[config.mk]
export PLATFORM = sky130hd
export DESIGN_NAME = neuron_accumulate
export DESIGN_NICKNAME = d
export VERILOG_FILES = /design/src/rtl/neuron_accumulate.sv
export SDC_FILE = /design/constraint.sdc
export NUM_CORES = 1
export LEC_CHECK = 0
export ABC_AREA = 1
export CAP_MARGIN = 15
export CORE_AREA = 2 2 151 153
export DETAILED_ROUTE_END_ITERATION = 12
export DIE_AREA = 0 0 153 155
export MAX_ROUTING_LAYER = met4
export PLACE_DENSITY = 0.77
export SYNTH_ARGS = -nofsm -noshare
export SYNTH_HDL_FRONTEND = slang
export SYNTH_SLANG_ARGS = --single-unit
export TNS_END_PERCENT = 5
[constraint.sdc]
create_clock -name clk -period 10.81 [get_ports clk]
set_clock_uncertainty 0.15 [all_clocks]
set_input_delay 1.6215 -clock clk [delete_from_list [all_inputs] [get_ports clk]]
set_output_delay 1.6215 -clock clk [all_outputs]
set_load 0.01 [all_outputs]
[src/rtl/neuron_accumulate.sv]
// neuron_accumulate: sums LENGTH float_24_8 terms through one shared adder, one term per cycle.
// Optional feature macro NEURON_BIAS_EN adds a bias port that seeds every sum.
module neuron_accumulate #(
    parameter int LENGTH    = 16,
    parameter int CNT_WIDTH = 16
) (
    input  logic        clk,
    input  logic        reset,
    input  logic        in_valid,
    output logic        in_ready,
    input  logic [31:0] data_in,
`ifdef NEURON_BIAS_EN
    input  logic [31:0] bias,
`endif
    output logic        out_valid,
    input  logic        out_ready,
    output logic [31:0] data_out
);

    typedef enum logic {ACCUM, DONE} state_t;

    localparam logic [CNT_WIDTH-1:0] LAST = CNT_WIDTH'(LENGTH - 1);

    state_t               state;
    state_t               next_state;
    logic [31:0]          acc;
    logic [31:0]          start;
    logic [31:0]          add_a;
    logic [31:0]          sum;
    logic [CNT_WIDTH-1:0] count;
    logic                 accept;
    logic                 last_term;

    logic                 sign_a;
    logic                 sign_b;
    logic                 sign_l;
    logic                 a_larger;
    logic                 same_sign;
    logic                 zero_r;
    logic                 ovf_r;
    logic [7:0]           exp_a;
    logic [7:0]           exp_b;
    logic [7:0]           exp_l;
    logic [7:0]           exp_s;
    logic [7:0]           exp_diff;
    logic [23:0]          man_a;
    logic [23:0]          man_b;
    logic [23:0]          man_l;
    logic [23:0]          man_s;
    logic [23:0]          man_al;
    logic [23:0]          man_dif;
    logic [22:0]          man_n;
    logic [24:0]          man_sum;
    logic [4:0]           lz;
    logic [9:0]           exp_r;
    logic [22:0]          frac_r;

`ifdef NEURON_BIAS_EN
    assign start = bias;
`else
    assign start = 32'h0000_0000;
`endif

    // The first term of a sum adds onto the seed instead of whatever acc still holds.
    assign add_a     = (count == '0) ? start : acc;
    assign accept    = in_valid & in_ready;
    assign last_term = (count == LAST);

    function automatic logic [4:0] lead_zeros(input logic [23:0] v);
        logic [4:0] n;
        n = 5'd24;
        for (int i = 0; i < 24; i++) begin
            if (v[i]) n = 5'(23 - i);
        end
        return n;
    endfunction

    // Single-cycle float add: align by truncating shift, add or subtract, renormalise, clamp.
    always_comb begin
        zero_r = 1'b0;
        exp_r  = 10'h000;
        frac_r = 23'h000000;

        sign_a = add_a[31];
        sign_b = data_in[31];
        exp_a  = (add_a[30:23] == 8'hFF) ? 8'hFE : add_a[30:23];
        exp_b  = (data_in[30:23] == 8'hFF) ? 8'hFE : data_in[30:23];
        man_a  = (add_a[30:23] == 8'h00) ? 24'h000000 : {1'b1, add_a[22:0]};
        man_b  = (data_in[30:23] == 8'h00) ? 24'h000000 : {1'b1, data_in[22:0]};

        a_larger = ({exp_a, man_a} >= {exp_b, man_b});
        sign_l   = a_larger ? sign_a : sign_b;
        exp_l    = a_larger ? exp_a : exp_b;
        exp_s    = a_larger ? exp_b : exp_a;
        man_l    = a_larger ? man_a : man_b;
        man_s    = a_larger ? man_b : man_a;

        exp_diff  = exp_l - exp_s;
        man_al    = (exp_diff >= 8'd25) ? 24'h000000 : (man_s >> exp_diff);
        same_sign = (sign_a == sign_b);

        man_sum = {1'b0, man_l} + {1'b0, man_al};
        man_dif = man_l - man_al;
        lz      = lead_zeros(man_dif);
        man_n   = 23'(man_dif << lz);

        if (same_sign) begin
            zero_r = (man_sum == 25'h0000000);
            exp_r  = {2'b00, exp_l} + {9'h000, man_sum[24]};
            frac_r = man_sum[24] ? man_sum[23:1] : man_sum[22:0];
        end else begin
            exp_r  = {2'b00, exp_l} - {5'b00000, lz};
            zero_r = (man_dif == 24'h000000) | exp_r[9] | (exp_r == 10'h000);
            frac_r = man_n;
        end

        ovf_r = ~exp_r[9] & (exp_r >= 10'd255);

        if (zero_r) begin
            sum = 32'h0000_0000;
        end else if (ovf_r) begin
            sum = {sign_l, 8'hFE, 23'h7FFFFF};
        end else begin
            sum = {sign_l, exp_r[7:0], frac_r};
        end
    end

    always_ff @(posedge clk or posedge reset) begin
        if (reset) begin
            state <= ACCUM;
        end else begin
            state <= next_state;
        end
    end

    // in_ready is also gated by reset so nothing looks accepted while reset is held.
    always_comb begin
        next_state = state;
        in_ready   = 1'b0;
        out_valid  = 1'b0;
        case (state)
            ACCUM: begin
                in_ready = ~reset;
                if (in_valid && !reset && last_term) begin
                    next_state = DONE;
                end
            end
            DONE: begin
                out_valid = 1'b1;
                if (out_ready) begin
                    next_state = ACCUM;
                end
            end
            default: begin
                next_state = ACCUM;
            end
        endcase
    end

    always_ff @(posedge clk or posedge reset) begin
        if (reset) begin
            acc      <= '0;
            count    <= '0;
            data_out <= '0;
        end else if (accept) begin
            acc <= sum;
            if (last_term) begin
                count    <= '0;
                data_out <= sum;
            end else begin
                count <= count + CNT_WIDTH'(1);
            end
        end else if (state == DONE && out_ready) begin
            acc <= '0;
        end
    end

endmodule

# Yosys cells after proc, flatten, opt, wreduce, memory -nomap -nowiden
# Index checks and enable logic that the tools add are counted.
# word_totals
output_inout_bits	34
wordCells	87
ff_bits	81
ram_bits	0
inputBits	36
memories	0
latchBits	0
mem_bits_ro	0
# classes
n_mux	49
shifts	2
n_addsub	6
mul	0
bitwise_logic	7
reduce_logical	12
div	0
order_cmp	3
eq_ne	4
# op_table
cell	n
two-way mux 32 bit	4
two-way mux 24 bit	5
two-way mux 5 bit	22
two-way mux 23 bit	2
>= comparator 32 bit	1
two-way mux 8 bit	4
two-way mux 31 bit	1
adder 24 x 24 -> 25 bit	1
logical NOT 25 bit	1
logical NOT 24 bit	1
left shift 24 x 5 -> 23 bit	1
right shift 24 x 8 -> 24 bit	1
subtractor 24 bit	1
adder 16 x 1 -> 16 bit (second input constant)	1
== test 16 x 4 -> 1 bit (second input constant)	1
== test 8 bit (second input constant)	2
logical NOT 16 bit	1
logical NOT 8 bit	2
two-way mux 16 bit	1
>= comparator 10 x 8 -> 1 bit (second input constant)	1
logical NOT 10 bit	1
two-way mux 10 bit	1
adder 8 x 1 -> 9 bit	1
subtractor 8 x 5 -> 9 bit	1
13 further kinds	25

# Longest topological paths before layout
# depth
word_depth	41
ltp_mapped	94
depth_no_buf	90

# Least setup slack after synthesis
# No wires, ideal clock.
# synth_timing
kind	input to register
from	input data_in[28]
to	register data_out[21]
setup_time_ns	0.117
stages	72
arrival_time_ns	9.659
t_required_ns	10.543
slack_ns	0.883
n_path_buf	7
path_cell_list	inv_1 nand4_1 nor2_1 inv_2 clkbuf_1 nand2_1 ha_1 nand2_1 o21ai_0 nand2_1 o211ai_1 a21oi_1 and2_4 nand2_4 buf_8 nand2_1 nand3_2 ha_1 [36 not listed] a211oi_1 nor2_1 o21ai_0 inv_1 nor2_1 nand3_1 nor2_1 nor2_1 nand2_1 nand3_1 nand4_1 nand2_1 buf_4 buf_2 nor2_1 nand4_1 nand3_1 nand2_1
# synth_between
elab_chain_len	38
elab_cells_between_ends	56
cone_classes	add/sub: 5; order compare: 3; eq/ne: 1; shift: 2; mux: 37; bitwise: 4; reduce/logical: 4
# synth_rtl
item	line	rtl
from (decl)	11	input logic [31:0] data_in,
== test 8 bit / logical NOT 8 bit (equally long branches)	87, 89	
two-way mux 8 bit / two-way mux 24 bit (equally long branches)	87, 89	
>= comparator 32 bit	91	a_larger = ({exp_a, man_a} >= {exp_b, man_b});
two-way mux 8 bit (on tied branches)	93, 94	
subtractor 8 bit	98	exp_diff = exp_l - exp_s;
right shift 24 x 8 -> 24 bit / >= comparator 8 x 5 -> 1 bit (equally long branches)	99	man_al = (exp_diff >= 8'd25) ? 24'h000000 : (man_s >> exp_diff);
two-way mux 24 bit	99	
subtractor 24 bit	103	man_dif = man_l - man_al;
two-way mux 4 bit (2 in series)	73	if (v[i]) n = 5'(23 - i);
two-way mux 5 bit (22 in series)	73	
subtractor 8 x 5 -> 9 bit	112	exp_r = {2'b00, exp_l} - {5'b00000, lz};
two-way mux 10 bit	107	if (same_sign) begin
>= comparator 10 x 8 -> 1 bit / inverter 1 bit (equally long branches)	117	ovf_r = ~exp_r[9] & (exp_r >= 10'd255);
bitwise AND 1 bit	117	
two-way mux 31 bit	121	end else if (ovf_r) begin
two-way mux 32 bit (*)	119	if (zero_r) begin
to (signal assigned)	169	data_out <= sum;
to (decl)	17	output logic [31:0] data_out
# Every way passes the cells marked *; elsewhere a longest branch is shown, timed or not.
# A chain may end at the register's enable or synchronous reset.

# Worst setup path in the final report
# layout_timing
from	input data_in[27]
to	register data_out[5]
# The elaborated chain is that of the path after synthesis.

==> results.txt <==
WL met3: 3.31 mm
Worst Path Max Fanout: 17
syn_nets: 2,167
core area: 22,200 sq um
Routed Antenna Nets: 0
GRT Total Usage: 37.8%
GRT overflow: 0
Seq/Total Area, Yosys: 17.0%
initial antenna violation count: 0
final hold slack: 0.325 ns
Detailed Routing Iterations Pass 1: 6
Synth-to-Final Area Change: 27.1%
Async SR Flop Fraction: 100%
via count: 14,800
Ys Warns: 0
GP Congestion: 1.05
Post-Synth Adder-Cell Area: 10.1%
CP bufs+invs: 15
Synth Area in XOR/XNOR: 4.16%
run status: finished, final reports clean
# diodes: 0
I/O pin cnt: 70
Num CTS Buffers: 9
most used cell, CP: nand2_1
Fillers: 2,050
wl on met1: 19.1 mm
slew margin rel.: 33.8%
number of DRC markers in iteration 0: 1,678
distinct cell type count after synthesis: 57
vias in the first global route: 13,400
IO Port Bufs: 69
final period utilization: 96.8%
max-slew violations: 0
CP max stage cell: clkdlybuf4s50_1
Synth Cell Area: 11,900 sq um
first-pass GRT wire length: 69.5 mm
Hold WC Path Type: flip-flop to flip-flop
RSZ-0062 raised after global routing: true
clock tree buffer depth: 2
Critical Path AT: 10.52 ns
Post-synth EDFFs: 0
minimum clock period: 10.47 ns
hold violation count in the final report: 0
Worst Path Required: 10.86 ns
DP HPWL: 36.6 mm
Avg Cell Area, Syn: 5.84 sq um
Residual DRC: 0
compound-gate portion of the synthesized area: 13.6%
Setup Crit Path Kind: input port to flip-flop
cell count after synthesis: 2,037
highest metal used: met4
layout cells sized above 1: 18.2%
worst skew pair latency: 0.34 ns
worst-margin pin slew: 0.993 ns
height of the die: 155 um
fin util: 68.0%
mux cell area share after synthesis: 0%
Synth Area in Simple Gates: 43.8%
# nets final: 2,368
clk sink count: 81
Starting Density: 53.5%
Startpoint Class: input port
CTS tree: built
largest family of logic cells by synthesized area: simple AND/OR/NAND/NOR gates
Max Cap Viol: 0
Reg clk slew, reported paths: 0.06 ns
pin count of the biggest net entering global routing: 92
CP max stage delay: 0.49 ns
CP endpoint kind: flip-flop
count of state elements after synthesis: 81
routed wl met2: 22.2 mm
htree depth: 3
per-cell routed wire length: 18.4 um
Die Area: 23,700 sq um
ys flop type: dfrtp_1
Final setup violation count: 0
# hold bufs at CTS: 0
FP Rows: 55
post-DR vias/cell: 5.85
CP delay by family, top: simple AND/OR/NAND/NOR gates
Die X: 153 um
root buf cell: clkbuf_16
FMAX: 0.0955 GHz
final WL: 46.4 mm
==> worst register-to-register path, delay by kind of cell (launching register included) <==
kind	cells	cell delay, ns
xor+xnor	2	0.38
fa+ha+maj	5	1.32
simple gates	45	5.32
compound gates	8	0.86
flops	1	0.39
buf+inv	15	1.72
==> final cells by class <==
type,count,area (sq um),area share [%]
Inverter,237,906,5.99
Timing Repair inverter,1,8.76,0.0580
Sequential cell,81,2030,13.4
Timing Repair Buffer,278,2400,15.9
Clock inverter,6,83.8,0.555
Clock buffer,9,225,1.49
Tap cell,285,357,2.36
Multi-Input combinational cell,1630,9100,60.2
==> worst paths after layout <==
check | start | to | slack [ns] | cells past startpoint
worst max-delay path | data_in[27] | data_out[5] | 0.34 | 69
worst min-delay path | count[7] | count[7] | 0.33 | 1
worst max register to register | count[0] | data_out[5] | 0.54 | 75
worst min register to register | count[7] | count[7] | 0.33 | 1
max in group asynchronous | reset | data_out[30] | 8.08 | 3
min in group asynchronous | reset | data_out[12] | 1.80 | 3
==> synth_stat cells (all sizes together) (21+ instances only) <==
cell / instances / area, sq um
a21oi: 114 / 589
buf: 38 / 257
clkbuf: 52 / 195
dfrtp: 81 / 2030
ha: 91 / 1140
inv: 234 / 878
nand2: 627 / 2410
nand3: 319 / 1640
nand4: 36 / 231
nor2: 171 / 667
nor3: 21 / 105
o21ai: 127 / 669
xor2: 51 / 477
==> cell usage in the layout (no fill, tap or decap), drive strengths merged, types with 5 or more instances in the layout <==
cell type      synthesis  routed
nand4                 36      36
nand3                319     319
dfrtp                 81      81
nor3                  21      21
xor2                  51      51
buf                   38     207
o21ai                127     127
a21boi                 5       5
ha                    91      91
clkdlybuf4s50          0      69
o211ai                11      11
nor4                  11      11
nand2                627     628
clkinv                 3       9
a211oi                 7       7
clkbuf                52      11
inv                  234     233
nor2                 171     171
a21oi                114     114
o21bai                 6       6
==> sequential cells by signal, summed over array words and instances (netlist names) <==
signal	cells
data_out	32
state	1
count	16
acc	32
==> what timing repair did <==
| action | 4_1_cts | 5_1_grt |
|---|---|---|
| endpoints found under the setup margin | 8 | 64 |
| cloned | 0 | 4 |
| buffers inserted | 0 | 8 |
| pin swaps | 0 | 40 |
| gates resized for setup | 4 | 137 |
==> per-stage QoR <==
stage	cells	setup slack, ns	cell area, sq um	TNS [ns]
after CTS	2513	0.0183	14300	0
after floorplan	2037	0.883	11900	0
final	2527	0.342	15100	0
after global placement	2498	-0.250	14000	-3.86
after detailed placement	2498	-0.411	14000	-12.91
after global routing	2527	-0.164	15100	-5.88
==> layer usage <==
layer | GRT usage [%] | up-vias
li1 | - | 7065
met1 | 47.1 | 6900
met2 | 63.5 | 690
met3 | 4.90 | 118
met4 | 12.9 | 0
met5 | - | -
==> logic make-up after synthesis <==
family / Yosys count
compound gates: 286
xor+xnor: 53
fa+ha+maj: 94
buf+inv: 327
flops: 81
simple gates: 1196
Power is not shown: default switching activity piles up to over one toggle a cycle in this logic, so the estimate is an artifact.
